### config.mk
export PLATFORM = sky130hd
export DESIGN_NAME = input_arbiter_flat
export DESIGN_NICKNAME = d
export VERILOG_FILES = /design/src/rtl/input_arbiter_if.sv /design/src/rtl/input_arbiter.sv /design/src/flat_wrapper.sv
export SDC_FILE = /design/constraint.sdc
export NUM_CORES = 1
export LEC_CHECK = 0
export ABC_AREA = 1
export CAP_MARGIN = 20
export CORE_MARGIN = 1
export CORE_UTILIZATION = 39
export DETAILED_ROUTE_END_ITERATION = 8
export GPL_ROUTABILITY_DRIVEN = 0
export REMOVE_ABC_BUFFERS = 1
export SYNTH_ARGS = -nofsm -noshare
export SYNTH_HDL_FRONTEND = slang
export SYNTH_SLANG_ARGS = --single-unit
### constraint.sdc
create_clock -name clk -period 5.8 [get_ports clk]
set_clock_uncertainty 0.1 [all_clocks]
set_input_delay 0.87 -clock clk [delete_from_list [all_inputs] [get_ports clk]]
set_output_delay 0.87 -clock clk [all_outputs]
set_load 0.05 [all_outputs]
### src/rtl/input_arbiter_if.sv
// Player-input bundle between the raw button sources and the arbiter.
// The master modport drives the raw buttons; the slave modport is the arbiter side.
interface input_arbiter_if;
    logic       bt_w, bt_s, bt_a, bt_d, bt_st;
    logic       btn_wireless_w, btn_wireless_s, btn_wireless_a, btn_wireless_d, btn_wireless_st;
    logic       btn_w, btn_s, btn_a, btn_d;
    logic       btn_st_pulse;
    logic [1:0] owner;
    logic       conflict;

    modport master (
        output bt_w, bt_s, bt_a, bt_d, bt_st,
        output btn_wireless_w, btn_wireless_s, btn_wireless_a, btn_wireless_d, btn_wireless_st,
        input  btn_w, btn_s, btn_a, btn_d, btn_st_pulse, owner, conflict
    );

    modport slave (
        input  bt_w, bt_s, bt_a, bt_d, bt_st,
        input  btn_wireless_w, btn_wireless_s, btn_wireless_a, btn_wireless_d, btn_wireless_st,
        output btn_w, btn_s, btn_a, btn_d, btn_st_pulse, owner, conflict
    );
endinterface

### src/rtl/input_arbiter.sv
// Wired/wireless player-input arbiter: sync, wired debounce, single-owner grant, start pulse.
// Define INPUT_ARBITER_DEBOUNCE_EN to compile in the wired debounce counters.
module input_arbiter #(
    parameter int DEB_CYCLES  = 1_000_000,
    parameter int HOLD_CYCLES = 50_000_000
) (
    input  logic           clk,
    input  logic           rst,
    input_arbiter_if.slave bus
);
    localparam int                HOLD_W    = $clog2(HOLD_CYCLES);
    localparam logic [HOLD_W-1:0] HOLD_LAST = HOLD_W'(HOLD_CYCLES - 1);

    typedef enum logic [1:0] {
        IDLE     = 2'b00,
        WIRED    = 2'b01,
        WIRELESS = 2'b10
    } state_t;

    // Bit order in every 5-bit vector: {st, d, a, s, w}
    logic [4:0] wired_raw, wl_raw;
    logic [4:0] wired_p0, wired_p1, wl_p0, wl_p1;
    logic [4:0] wired_stable;

    assign wired_raw = {bus.bt_st, bus.bt_d, bus.bt_a, bus.bt_s, bus.bt_w};
    assign wl_raw    = {bus.btn_wireless_st, bus.btn_wireless_d, bus.btn_wireless_a,
                        bus.btn_wireless_s, bus.btn_wireless_w};

    // Stage p0/p1: two-flop synchronisers
    always_ff @(posedge clk) begin
        if (rst) begin
            wired_p0 <= '0;
            wired_p1 <= '0;
            wl_p0    <= '0;
            wl_p1    <= '0;
        end else begin
            wired_p0 <= wired_raw;
            wired_p1 <= wired_p0;
            wl_p0    <= wl_raw;
            wl_p1    <= wl_p0;
        end
    end

`ifdef INPUT_ARBITER_DEBOUNCE_EN
    localparam int               DEB_W    = $clog2(DEB_CYCLES);
    localparam logic [DEB_W-1:0] DEB_LAST = DEB_W'(DEB_CYCLES - 1);

    logic [DEB_W-1:0] deb_cnt [5];

    // A change is accepted only after DEB_CYCLES consecutive differing samples
    always_ff @(posedge clk) begin
        if (rst) begin
            wired_stable <= '0;
            for (int i = 0; i < 5; i++) deb_cnt[i] <= '0;
        end else begin
            for (int i = 0; i < 5; i++) begin
                if (wired_p1[i] == wired_stable[i]) begin
                    deb_cnt[i] <= '0;
                end else if (deb_cnt[i] == DEB_LAST) begin
                    wired_stable[i] <= wired_p1[i];
                    deb_cnt[i]      <= '0;
                end else begin
                    deb_cnt[i] <= deb_cnt[i] + 1'b1;
                end
            end
        end
    end
`else
    logic deb_cfg_unused;
    assign deb_cfg_unused = (DEB_CYCLES > 1);
    assign wired_stable   = wired_p1;
`endif

    logic              wired_any, wl_any, owner_any;
    state_t            state, next_state;
    logic [HOLD_W-1:0] idle_cnt, idle_cnt_nxt;
    logic [3:0]        btn_q;
    logic              st_q, st_pulse_q, conflict_q, out_active;
    logic              wired_any_q, wl_any_q;
    state_t            owner_q;
    logic [4:0]        gated;
    logic              conflict_nxt;

    assign wired_any  = |wired_stable;
    assign wl_any     = |wl_p1;
    // Inactivity is judged on what the owner is presenting downstream, so the
    // hold window starts on the cycle the owner's outputs fall
    assign out_active = |{btn_q, st_q};

    always_comb begin
        next_state   = state;
        idle_cnt_nxt = idle_cnt;
        owner_any    = 1'b0;
        unique case (state)
            IDLE: begin
                idle_cnt_nxt = '0;
                if (wired_any)   next_state = WIRED;
                else if (wl_any) next_state = WIRELESS;
            end
            WIRED, WIRELESS: begin
                owner_any = (state == WIRED) ? wired_any : wl_any;
                if (out_active) begin
                    idle_cnt_nxt = '0;
                end else if (idle_cnt != HOLD_LAST) begin
                    idle_cnt_nxt = idle_cnt + 1'b1;
                end else if (!owner_any) begin
                    next_state   = IDLE;
                    idle_cnt_nxt = '0;
                end
            end
            default: next_state = IDLE;
        endcase
    end

    always_comb begin
        gated = '0;
        if (next_state == WIRED)         gated = wired_stable;
        else if (next_state == WIRELESS) gated = wl_p1;
        conflict_nxt = ((state == WIRED)    && wl_any    && !wl_any_q) ||
                       ((state == WIRELESS) && wired_any && !wired_any_q);
    end

    // Stage p2: state and registered outputs, loaded from the next-state decision
    always_ff @(posedge clk) begin
        if (rst) begin
            state       <= IDLE;
            idle_cnt    <= '0;
            owner_q     <= IDLE;
            btn_q       <= '0;
            st_q        <= 1'b0;
            st_pulse_q  <= 1'b0;
            conflict_q  <= 1'b0;
            wired_any_q <= 1'b0;
            wl_any_q    <= 1'b0;
        end else begin
            state       <= next_state;
            idle_cnt    <= idle_cnt_nxt;
            owner_q     <= next_state;
            btn_q       <= gated[3:0];
            st_q        <= gated[4];
            st_pulse_q  <= gated[4] & ~st_q;
            conflict_q  <= conflict_nxt;
            wired_any_q <= wired_any;
            wl_any_q    <= wl_any;
        end
    end

    assign bus.btn_w        = btn_q[0];
    assign bus.btn_s        = btn_q[1];
    assign bus.btn_a        = btn_q[2];
    assign bus.btn_d        = btn_q[3];
    assign bus.btn_st_pulse = st_pulse_q;
    assign bus.owner        = owner_q;
    assign bus.conflict     = conflict_q;
endmodule

### src/flat_wrapper.sv
// flat-port wrapper written by rule: the top's interface ports become plain ports
module input_arbiter_flat 
#(
    parameter int DEB_CYCLES  = 1_000_000,
    parameter int HOLD_CYCLES = 50_000_000
)
  (clk, rst, bus_bt_w, bus_bt_s, bus_bt_a, bus_bt_d, bus_bt_st, bus_btn_wireless_w, bus_btn_wireless_s, bus_btn_wireless_a, bus_btn_wireless_d, bus_btn_wireless_st, bus_btn_w, bus_btn_s, bus_btn_a, bus_btn_d, bus_btn_st_pulse, bus_owner, bus_conflict);
  input_arbiter_if bus_i ();
  input  logic clk;
  input  logic rst;
  input wire logic [$bits(bus_i.bt_w)-1:0] bus_bt_w;
  input wire logic [$bits(bus_i.bt_s)-1:0] bus_bt_s;
  input wire logic [$bits(bus_i.bt_a)-1:0] bus_bt_a;
  input wire logic [$bits(bus_i.bt_d)-1:0] bus_bt_d;
  input wire logic [$bits(bus_i.bt_st)-1:0] bus_bt_st;
  input wire logic [$bits(bus_i.btn_wireless_w)-1:0] bus_btn_wireless_w;
  input wire logic [$bits(bus_i.btn_wireless_s)-1:0] bus_btn_wireless_s;
  input wire logic [$bits(bus_i.btn_wireless_a)-1:0] bus_btn_wireless_a;
  input wire logic [$bits(bus_i.btn_wireless_d)-1:0] bus_btn_wireless_d;
  input wire logic [$bits(bus_i.btn_wireless_st)-1:0] bus_btn_wireless_st;
  output wire logic [$bits(bus_i.btn_w)-1:0] bus_btn_w;
  output wire logic [$bits(bus_i.btn_s)-1:0] bus_btn_s;
  output wire logic [$bits(bus_i.btn_a)-1:0] bus_btn_a;
  output wire logic [$bits(bus_i.btn_d)-1:0] bus_btn_d;
  output wire logic [$bits(bus_i.btn_st_pulse)-1:0] bus_btn_st_pulse;
  output wire logic [$bits(bus_i.owner)-1:0] bus_owner;
  output wire logic [$bits(bus_i.conflict)-1:0] bus_conflict;
  assign bus_i.bt_w = bus_bt_w;
  assign bus_i.bt_s = bus_bt_s;
  assign bus_i.bt_a = bus_bt_a;
  assign bus_i.bt_d = bus_bt_d;
  assign bus_i.bt_st = bus_bt_st;
  assign bus_i.btn_wireless_w = bus_btn_wireless_w;
  assign bus_i.btn_wireless_s = bus_btn_wireless_s;
  assign bus_i.btn_wireless_a = bus_btn_wireless_a;
  assign bus_i.btn_wireless_d = bus_btn_wireless_d;
  assign bus_i.btn_wireless_st = bus_btn_wireless_st;
  assign bus_btn_w = bus_i.btn_w;
  assign bus_btn_s = bus_i.btn_s;
  assign bus_btn_a = bus_i.btn_a;
  assign bus_btn_d = bus_i.btn_d;
  assign bus_btn_st_pulse = bus_i.btn_st_pulse;
  assign bus_owner = bus_i.owner;
  assign bus_conflict = bus_i.conflict;
  input_arbiter #(.DEB_CYCLES(DEB_CYCLES), .HOLD_CYCLES(HOLD_CYCLES)) u_core (.clk(clk), .rst(rst), .bus(bus_i));
endmodule
== Yosys cells after proc, flatten, opt, wreduce, memory -nomap -nowiden ==
Cells that the tools add are included.
Widths: inputs -> output; s select.
Word-level totals
  register bits: 57
  bits in latches: 0
  memory bits (writable): 0
  ROM bits: 0
  word-level logic and storage cells: 48
  memories: 0
Cells by class
  add/subtract/negate cells: 1
  multipliers: 0
  div/mod/pow operators: 0
  $lt $le $gt $ge: 0
  equal/unequal tests: 6
  shift operators: 0
  multiplexer cells: 13
  bitwise gates (word level): 2
  reductions and logical operators: 14
Operators by type and width (count)
  $mux 26: 3
  $pmux 26 s2: 1
  $add 26x1->26 const B: 1
  $ne 26x26->1 const B: 1
  $reduce_or 5->1: 3
  $mux 2: 5
  $mux 5: 2
  $eq 2x1->1 const B: 2
  $eq 2x2->1 const B: 2
  $logic_and 1x1->1: 4
  $ne 4x3->1 const B: 1
  $pmux 2 s2: 1
  $logic_not 1->1: 2
  $logic_not 2->1: 1
  $reduce_and 2->1: 1
  $reduce_bool 2->1: 1
  $reduce_or 2->1: 1
  $and 1x1->1: 1
  $logic_or 1x1->1: 1
  $mux 1: 1
  $not 1->1: 1

== Depth between registers and ports, before layout ==
  word-level depth: 10
  gate-level depth with buffers: 13
  depth with buffers taken out: 13

== Worst setup path before layout ==
OpenSTA, ideal clock, no wires.
  path type: register -> register
  start: reg, netlist name u_core.bus.owner[0]
  end: reg u_core.idle_cnt[2]
  setup time: 0.114 ns
  arrival time: 2.270 ns
  required time: 5.586 ns
  setup slack: 3.316 ns
  cell stages (with the launch flop): 13
  buffers on the path: 2
  cell sequence: dfxtp_1 inv_1 ha_1 clkbuf_1 inv_1 nor2_2 nand3b_4 nand2_4 inv_4 buf_6 nand2_1 xor2_1 nor2_1
RTL lines
  end signal, assigned: RTL line input_arbiter.sv:137  | idle_cnt <= idle_cnt_nxt;
  end, declared: RTL line input_arbiter.sv:76  | logic [HOLD_W-1:0] idle_cnt, idle_cnt_nxt;

== Worst setup path in the final report ==
  start: reg u_core.owner_q[1], in the netlist u_core.bus.owner[1]
  end: out bus_owner[1]
RTL lines
  start, declared: RTL line input_arbiter.sv:80  | state_t owner_q;
  start signal, assigned: RTL line input_arbiter.sv:138  | owner_q <= next_state;
  end, declared: RTL line flat_wrapper.sv:26  | output wire logic [$bits(bus_i.owner)-1:0] bus_owner;
No word-level cell between the ends.

==> results.cfg <==
[run_status]
status = finished clean

[clock_network]
htreeDepth = 3
clk_pin_slew_ns = 0.07
cts_root_buffer = clkbuf_8
cts_tree = built
cts.path.max_buffers = 2
post-cts-setup-buffer-count = 0
insertion_delay_ns = 0.35
ctsResizeCount = 0
cts_hold_buf = 0
cts_made_buffers = 9
cts_sinks = 57

[power_and_ir_drop]
cellLeakagePower_nw = 1.359
ir_worst_vdd_uv = 170.8
powerDensity_nw_per_um2 = 264.0

[floorplan]
row_count = 30
chipHeight_microns = 87.72
coreArea_sq_um = 6944
die_x_microns = 87.72
dieArea_sq_um = 7694
initial_core_util_pct = 41.26
pin_count = 20

[worst_setup_path]
path_cells = clkdlybuf4s50_1
crit_fanout = 6
critPathKind = flop to output pin
cpLargestDelayFamily = buffers and inverters
worstPathBufferInverterCount = 1
critPathLaunchType = flop
cp-end-kind = output pin
arrival_ns = 1.59
slowest_delay_ns = 0.83
crit_path_top_delay_cell = clkdlybuf4s50_1
crit_required_ns = 4.83

[placed_design]
place.detailed.hpwl_microns = 4589
placedCellCount = 514
port-buffer-count = 19
placed_cell_area_sq_um = 3134

[sta]
holdWs_ns = 0.2968
post-route-min-period_ns = 2.563
timing.slew.headroom_pct = 63.76
hold_viol_final = 0
setup_viol = 0
fin_crit_sh_pct = 44.19
slew_violations = 0
setup_tns_ns = 0
rsz0062_at_grt = false
tightest_slew_ns = 0.5386
fmax_mhz = 390.2

[synth]
ys_warn_count = 0
avgSynthCellArea_sq_um = 7.023
yosysSeqAreaShare_pct = 39.83
synth_area_sq_um = 2865
syn_inst = 408
ys_types = 35
ys_ff_latch = 57

[global_route]
antenna_found_initial = 0
grt_usage_pct = 19.21
grt_max_degree = 36
grt_pass1_vias = 2451
grt_overflow = 0
grt_pass1_wl_microns = 11030

[final_layout]
utilization_pct = 47.59
area_growth_pct = 15.33
final_cells = 529
fillers = 735
fin_area_sq_um = 3304
diodes = 0
drive_above_1_share_pct = 9.238
fin_nets = 446

[drt]
vias = 2503
wirelength_microns = 6249
detail-route-antenna-nets = 0
drcViolationCount = 0
wire_per_inst_microns = 11.81
viasPerCell = 4.732
first_iter_violations = 90
dr.pass1.iters = 4

[flow_run]
drv_cap = 0

[worst_hold_path]
hp-class = flop to flop
## power by group
group	switching [mW]	internal [mW]
clock network	0.161	0.162
registers	0.00843	0.406
logic	0.0907	0.0448
total	0.260	0.612
## synthesized netlist by cell type, drive strengths merged
master   n  area (sq um)
and3     2         12.51
nor2    73         291.5
or2      2         12.51
ha       5         62.56
xnor2    3         26.28
inv     66         250.2
o21ai    5         25.02
a21boi   1         7.510
a21oi   20         103.9
o21bai   2         15.01
nand2   79         321.5
nand3   41         225.2
o31ai    2         28.78
nand3b   1         20.02
nand4    9         56.30
buf      4         26.27
nor4     6         37.54
xor2     9         78.83
nor3    13         81.33
clkbuf   6         22.52
mux2i    1         10.01
dfxtp   57          1141
a31o     1         8.760
## cell families (layout without fill, tap and decap cells)
| kind of cell | after synthesis | after routing | synth area share (%) |
|---|---|---|---|
| compound gates | 31 | 31 | 6.594 |
| xor+xnor | 12 | 12 | 3.668 |
| fa+ha+maj | 5 | 5 | 2.183 |
| buf+inv | 76 | 101 | 10.44 |
| flops | 57 | 57 | 39.83 |
| mux | 1 | 1 | 0.3494 |
| simple gates | 226 | 226 | 36.94 |
## per-stage QoR
| stage | power [mW] | setup WS, ns |
|---|---|---|
| after detailed placement | 0.5601 | 3.257 |
| after global routing | 0.9188 | 3.009 |
| after global placement | 0.5579 | 3.286 |
| final | 0.8724 | 3.237 |
| after floorplan | 0.5181 | 3.337 |
| after CTS | 0.8841 | 3.211 |
## routing by layer
layer,track usage (%),wire length (microns),up-vias
li1,-,-,1324
met1,23.14,2878,1121
met2,31.01,3019,48
met3,5.938,250,10
met4,9.538,100,0
met5,0,0,-
## cells in the final DEF (no fill, tap or decap), types with 5 or more instances in the layout
cell type and instances:
a21oi_1 19, clkbuf_8 10, clkdlybuf4s50_1 19, dfxtp_1 57, ha_1 5, inv_1 63
nand2_1 73, nand3_1 37, nand4_1 9, nor2_1 70, nor3_1 11, nor4_1 6
o21ai_0 5, xor2_1 9
## worst paths after layout
check	from	endpoint	slack, ns	cells past startpoint
max	u_core.bus.owner[1]	bus_owner[1]	3.24	1
min	u_core.wl_p0[0]	u_core.wl_p1[0]	0.30	2
max reg2reg	u_core.bus.owner[1]	u_core.idle_cnt[5]	3.26	10
min reg2reg	u_core.wl_p0[0]	u_core.wl_p1[0]	0.30	2
## final cells by class
cell class | instances | area, sq um | area share (%)
tap | 96 | 120.1 | 3.635
inverter | 66 | 250.2 | 7.573
clock inverter | 5 | 32.53 | 0.9845
sequential | 57 | 1141 | 34.53
clock buffer | 10 | 137.6 | 4.165
multi-input combinational | 275 | 1425 | 43.13
timing repair buffer | 20 | 197.7 | 5.983
## flip-flops by register name, indices dropped and copies added, names as in the netlist
register and cells:
u_core.btn_q 4, u_core.bus.owner 2, u_core.wl_p0 5, u_core.bus.btn_st_pulse 1
u_core.wl_p1 5, u_core.wired_p0 5, u_core.wl_any_q 1, u_core.wired_p1 5
u_core.idle_cnt 26, u_core.wired_any_q 1, u_core.st_q 1, u_core.bus.conflict 1
(Power assumes the default switching activity.)
